### config.mk
export PLATFORM = sky130hd
export DESIGN_NAME = pc_unit_ras
export DESIGN_NICKNAME = d
export VERILOG_FILES = /design/src/rtl/pc_pkg.sv /design/src/rtl/pc_ras.sv /design/src/rtl/pc_unit_ras.sv
export SDC_FILE = /design/constraint.sdc
export NUM_CORES = 1
export LEC_CHECK = 0
export CAP_MARGIN = 10
export CORE_ASPECT_RATIO = 0.8
export CORE_MARGIN = 10
export CORE_UTILIZATION = 35
export CTS_BUF_LIST = sky130_fd_sc_hd__clkbuf_16
export DETAILED_ROUTE_END_ITERATION = 8
export PLACE_DENSITY = 0.53
export SLEW_MARGIN = 10
export SYNTH_ARGS = -nofsm -noshare
export SYNTH_HDL_FRONTEND = slang
export SYNTH_HIERARCHICAL = 1
export SYNTH_SLANG_ARGS = --single-unit
### constraint.sdc
create_clock -name clk -period 4.21 [get_ports clk]
set_input_delay 0.842 -clock clk [delete_from_list [all_inputs] [get_ports clk]]
set_output_delay 0.842 -clock clk [all_outputs]
set_load 0.005 [all_outputs]
### src/rtl/pc_pkg.sv
// pc_pkg: shared defaults and next-PC select encoding for the program-counter unit.
package pc_pkg;
   localparam int PC_ADDR_W    = 8;
   localparam int PC_STEP      = 1;
   localparam int PC_RESET_VEC = 0;
   typedef enum logic [2:0] {
      SEL_HOLD,
      SEL_INC,
      SEL_JUMP,
      SEL_CALL,
      SEL_RET
   } pc_sel_e;
endpackage

### src/rtl/pc_ras.sv
// pc_ras: circular return-address stack with sticky overflow/underflow flags.
//   clk, rst        : clock, synchronous active-high reset
//   push, pop       : stack requests (never both asserted by the top)
//   push_data       : return address to push
//   top             : newest entry
//   count           : valid entries (saturates at DEPTH)
//   overflow        : sticky, push while full
//   underflow       : sticky, pop while empty
module pc_ras
   import pc_pkg::*;
#(
   parameter int ADDR_W = PC_ADDR_W,
   parameter int DEPTH  = 4
) (
   input  logic                     clk,
   input  logic                     rst,
   input  logic                     push,
   input  logic                     pop,
   input  logic [ADDR_W-1:0]        push_data,
   output logic [ADDR_W-1:0]        top,
   output logic [$clog2(DEPTH):0]   count,
   output logic                     overflow,
   output logic                     underflow
);
   localparam int PW = $clog2(DEPTH);
   logic [ADDR_W-1:0] mem_q [DEPTH];
   logic [PW-1:0]     wp_q, wp_d;
   logic [PW:0]       cnt_q, cnt_d;
   logic              ovf_q, ovf_d, udf_q, udf_d;
   logic              full, empty, do_pop;
   assign full   = cnt_q == (PW+1)'(DEPTH);
   assign empty  = cnt_q == '0;
   assign do_pop = pop && !push && !empty;
   always_comb begin
      wp_d  = push ? wp_q + 1'b1 : do_pop ? wp_q - 1'b1 : wp_q;
      // a push onto a full stack overwrites the oldest slot, so the count saturates
      cnt_d = push ? (full ? cnt_q : cnt_q + 1'b1) : do_pop ? cnt_q - 1'b1 : cnt_q;
      ovf_d = ovf_q | (push & full);
      udf_d = udf_q | (pop & !push & empty);
   end
   always_ff @(posedge clk) begin
      if (rst) begin
         wp_q  <= '0;
         cnt_q <= '0;
         ovf_q <= 1'b0;
         udf_q <= 1'b0;
      end else begin
         wp_q  <= wp_d;
         cnt_q <= cnt_d;
         ovf_q <= ovf_d;
         udf_q <= udf_d;
      end
   end
   always_ff @(posedge clk)
      if (!rst && push) mem_q[wp_q] <= push_data;
   assign top       = mem_q[wp_q - 1'b1];
   assign count     = cnt_q;
   assign overflow  = ovf_q;
   assign underflow = udf_q;
endmodule

### src/rtl/pc_unit_ras.sv
// pc_unit_ras: parametrised PC with jump/call/ret redirection, return-address stack and PC history.
//   clk, rst                 : clock, synchronous active-high reset
//   enable                   : advance PC by STEP when no redirect
//   jump, jump_addr          : load jump target (highest priority)
//   call, call_addr          : push pc+STEP, load call target
//   ret                      : pop RAS top into PC
//   pc                       : current PC
//   pc_hist                  : slice k-1 holds PC delayed k cycles
//   ras_count                : valid RAS entries
//   ras_overflow/underflow   : sticky RAS error flags
module pc_unit_ras
   import pc_pkg::*;
#(
   parameter int ADDR_W     = PC_ADDR_W,
   parameter int STEP       = PC_STEP,
   parameter int HIST_DEPTH = 2,
   parameter int RAS_DEPTH  = 4,
   parameter int RESET_VEC  = PC_RESET_VEC
) (
   input  logic                         clk,
   input  logic                         rst,
   input  logic                         enable,
   input  logic                         jump,
   input  logic [ADDR_W-1:0]            jump_addr,
   input  logic                         call,
   input  logic [ADDR_W-1:0]            call_addr,
   input  logic                         ret,
   output logic [ADDR_W-1:0]            pc,
   output logic [ADDR_W*HIST_DEPTH-1:0] pc_hist,
   output logic [$clog2(RAS_DEPTH):0]   ras_count,
   output logic                         ras_overflow,
   output logic                         ras_underflow
);
   localparam logic [ADDR_W-1:0] RST_PC = ADDR_W'(RESET_VEC);
   pc_sel_e           sel;
   logic [ADDR_W-1:0] pc_q, pc_d, pc_inc, ras_top;
   logic [ADDR_W-1:0] hist_q [HIST_DEPTH];
   assign pc_inc = pc_q + ADDR_W'(STEP);
   always_comb begin
      sel  = jump ? SEL_JUMP : call ? SEL_CALL : ret ? SEL_RET : enable ? SEL_INC : SEL_HOLD;
      // a ret on an empty stack holds the PC; the stack raises underflow
      pc_d = sel == SEL_JUMP ? jump_addr :
             sel == SEL_CALL ? call_addr :
             (sel == SEL_RET && ras_count != '0) ? ras_top :
             sel == SEL_INC  ? pc_inc : pc_q;
   end
   pc_ras #(.ADDR_W(ADDR_W), .DEPTH(RAS_DEPTH)) u_ras (
      .clk       (clk),
      .rst       (rst),
      .push      (sel == SEL_CALL),
      .pop       (sel == SEL_RET),
      .push_data (pc_inc),
      .top       (ras_top),
      .count     (ras_count),
      .overflow  (ras_overflow),
      .underflow (ras_underflow)
   );
   always_ff @(posedge clk)
      pc_q <= rst ? RST_PC : pc_d;
   for (genvar k = 0; k < HIST_DEPTH; k++) begin : g_hist
      always_ff @(posedge clk)
         hist_q[k] <= rst ? RST_PC : (k == 0) ? pc_q : hist_q[(k == 0) ? 0 : k-1];
      assign pc_hist[k*ADDR_W +: ADDR_W] = hist_q[k];
   end
   assign pc = pc_q;
endmodule

==> flow_metrics.tcl <==
set metrics [dict create \
    status "finished clean" \
    final_cells 374 \
    nNetsFinal 292 \
    path_depth 7 \
    area_growth_pct 32.75 \
    yosys.cell_count.top_type "edfxtp_1" \
    syn_area_sq_um 2716 \
    place_congestion 0.8950 \
    synth.area.top_cells "edfxtp_1 (35%), dfxtp_1 (23%), mux4_2 (6.6%)" \
    rsz0062_at_grt "no" \
    place_ws_ns 1.053 \
    finalPower_mw 1.600 \
    path_max_fanout 12 \
    min_from "hist_q[0][4]" \
    min_period_over_period 0.6705 \
    drt_iter0_drc 129 \
    port_buffers 50 \
    die_h_um 98.80 \
    vias 1862 \
    ctsHoldBuffers 0 \
    critical_path_class "in -> reg" \
    fin_skew_ns 0.008332 \
    fin_tns_setup_ns 0 \
    place_inst 358 \
    ys.flop_type "edfxtp_1" \
    worstReg2RegStart "u_ras/wp_q[0]" \
    crit_family "buffers and inverters" \
    ys_seq_area_frac 0.5822 \
    crit_chain "clkdlybuf4s50_1 -> nor2b_1 -> inv_1 -> fa_1 -> xor2_1 -> a211oi_2 -> mux2_2" \
    die-area_sq_um 11710 \
    rr_endpoint "pc[1]" \
    start_util 0.3640 \
    core_area_sq_um 7462 \
    die_width_um 118.5 \
    slew_headroom 0.5220 \
    gr-total-overflow 0 \
    yosysTopAreaCell "edfxtp_1" \
    htree_levels 3 \
    clock-sinks 63 \
    power_density_nw_per_um2 443.6 \
    max_freq_mhz 354.2 \
    reg2reg_setup_slack_ns 1.71 \
    min_to "hist_q[0][12]" \
    cp.arrival_ns 3.04 \
    final_max_slew_viol_count 0 \
    fillers 671 \
    reg2regPathDepth 5 \
    required_ns 4.42 \
    whs_path_depth 1 \
    synth_cell_type_count 49 \
    cts_setup_buffers 0 \
    hp-class "reg -> reg" \
    antenna_found_initial 0 \
    min_period_ns 2.823 \
    finalHoldViolations 0 \
    ys_ff_latch 63 \
    cts_buffers 9 \
    wl_um 6741 \
    synthTopCellsByCount "edfxtp_1 (32), dfxtp_1 (31), nor2_1 (16), nor2b_1 (14), inv_1 (12)" \
    clk_latency_ns 0.32 \
    netlist_instances 210 \
    start_kind "primary input" \
    ir_worst_vdd_uv 286.2 \
    slowest_stage "clkdlybuf4s50_1" \
    drc 0 \
    synth_fp_nets 238 \
    first_global_vias 1838 \
    ant_nets 0 \
    root_buffer "clkbuf_16" \
    p_leak_nw 1.283 \
    drv_cap 0 \
    synth_top_area_frac 0.3538 \
    cts_resized 0 \
    drt-wirelength-per-cell_um 18.02 \
    cts.clk_slew.worst_paths_ns 0.06 \
    pin_count 51 \
    grt_pass1_wl_um 10670 \
    end_kind "register" \
    drt_pre_antenna_iters 4 \
    tightest_slew_ns 0.7159 \
    place_hpwl_um 4836 \
    cts_buffer_depth 2 \
    finalSetupViolCount 0 \
    vias_per_cell 4.979 \
    yosys_warnings 6 \
    track_usage 0.1174 \
    cp.buffers_inverters 2 \
    cpPeakStageDelay_ns 0.68 \
    synthArstFlopShare 0 \
    drive_gt1_frac 0.1561 \
    diodes 0 \
    worst_slack_ns 1.387 \
    synth_edf_count 32 \
    num_rows 28 \
    cts_tree "done" \
    timing.hold.ws_ns 0.4595 \
    avgSynthCellArea_sq_um 12.94 \
    grt_max_degree 23 \
]
cell families (layout without fill, tap and decap cells):
| family | Yosys count | count (layout) | synth area share |
|---|---|---|---|
| compound gates | 35 | 35 | 0.1110 |
| xor+xnor | 8 | 8 | 0.02580 |
| fa+ha+maj | 6 | 6 | 0.03040 |
| buf+inv | 22 | 81 | 0.03500 |
| flops | 63 | 63 | 0.5822 |
| mux | 10 | 10 | 0.07416 |
| simple gates | 66 | 66 | 0.1414 |
flip-flops by register name, indices dropped and copies added (netlist names):
signal           count
u_ras/mem_q         32
hist_q              16
pc                   8
u_ras/count          3
u_ras/wp_q           2
u_ras/overflow       1
u_ras/underflow      1
routing by layer:
metal | wire length [um] | track usage | vias to the layer above
li1 | - | - | 901
met1 | 3424 | 0.1615 | 889
met2 | 2833 | 0.1640 | 64
met3 | 396 | 0.03991 | 8
met4 | 87 | 0.04873 | 0
met5 | 0 | 0 | -
per-stage QoR:
stage | instance area (sq um) | util
floorplan | 2716 | -
global placement | 3317 | 0.4445
detailed placement | 3317 | 0.4445
CTS | 3606 | 0.4832
global route | 3606 | 0.4832
finish | 3606 | 0.4832
placed cells by master, fill, tap and decap left out, types with 3 or more instances in the layout:
cell type	count
a22oi_1	3
dfxtp_1	31
nand2_1	5
o221ai_1	4
a22o_1	4
nor2_1	16
and3_1	8
mux4_2	8
clkbuf_16	9
nor2b_1	14
clkdlybuf4s50_1	50
a221oi_2	3
xnor2_1	6
ha_1	5
nand3_1	5
inv_1	12
a21oi_1	3
a31oi_1	4
nor3_1	3
clkinv_2	3
o311ai_1	3
edfxtp_1	32
area by class of cell:
type / instances / area (sq um) / share of cell area
Clock inverter: 7 / 63.81 / 0.01770
Timing Repair Buffer: 52 / 515.5 / 0.1430
Tap cell: 105 / 131.4 / 0.03643
Inverter: 13 / 48.80 / 0.01353
Sequential cell: 63 / 1582 / 0.4386
Clock buffer: 9 / 225.2 / 0.06246
Multi-Input combinational cell: 125 / 1040 / 0.2883
worst max path at each step:
stage / endpoint / from / slack (ns)
after detailed placement: u_ras/count[2] / jump / 1.05
after global routing: u_ras/count[2] / jump / 1.26
final: u_ras/count[2] / jump / 1.39
after CTS: u_ras/count[2] / jump / 1.39
after floorplan: u_ras/count[2] / call / 1.61
after global placement: u_ras/count[2] / jump / 1.11
power breakdown:
part           switching (mW)  leakage [nW]  internal [mW]
logic                  0.0877         0.598          0.100
clock network           0.259         0.139          0.452
registers              0.0275         0.546          0.673
total                   0.375          1.28           1.23
Note: power is estimated with default switching activity, not from simulation.
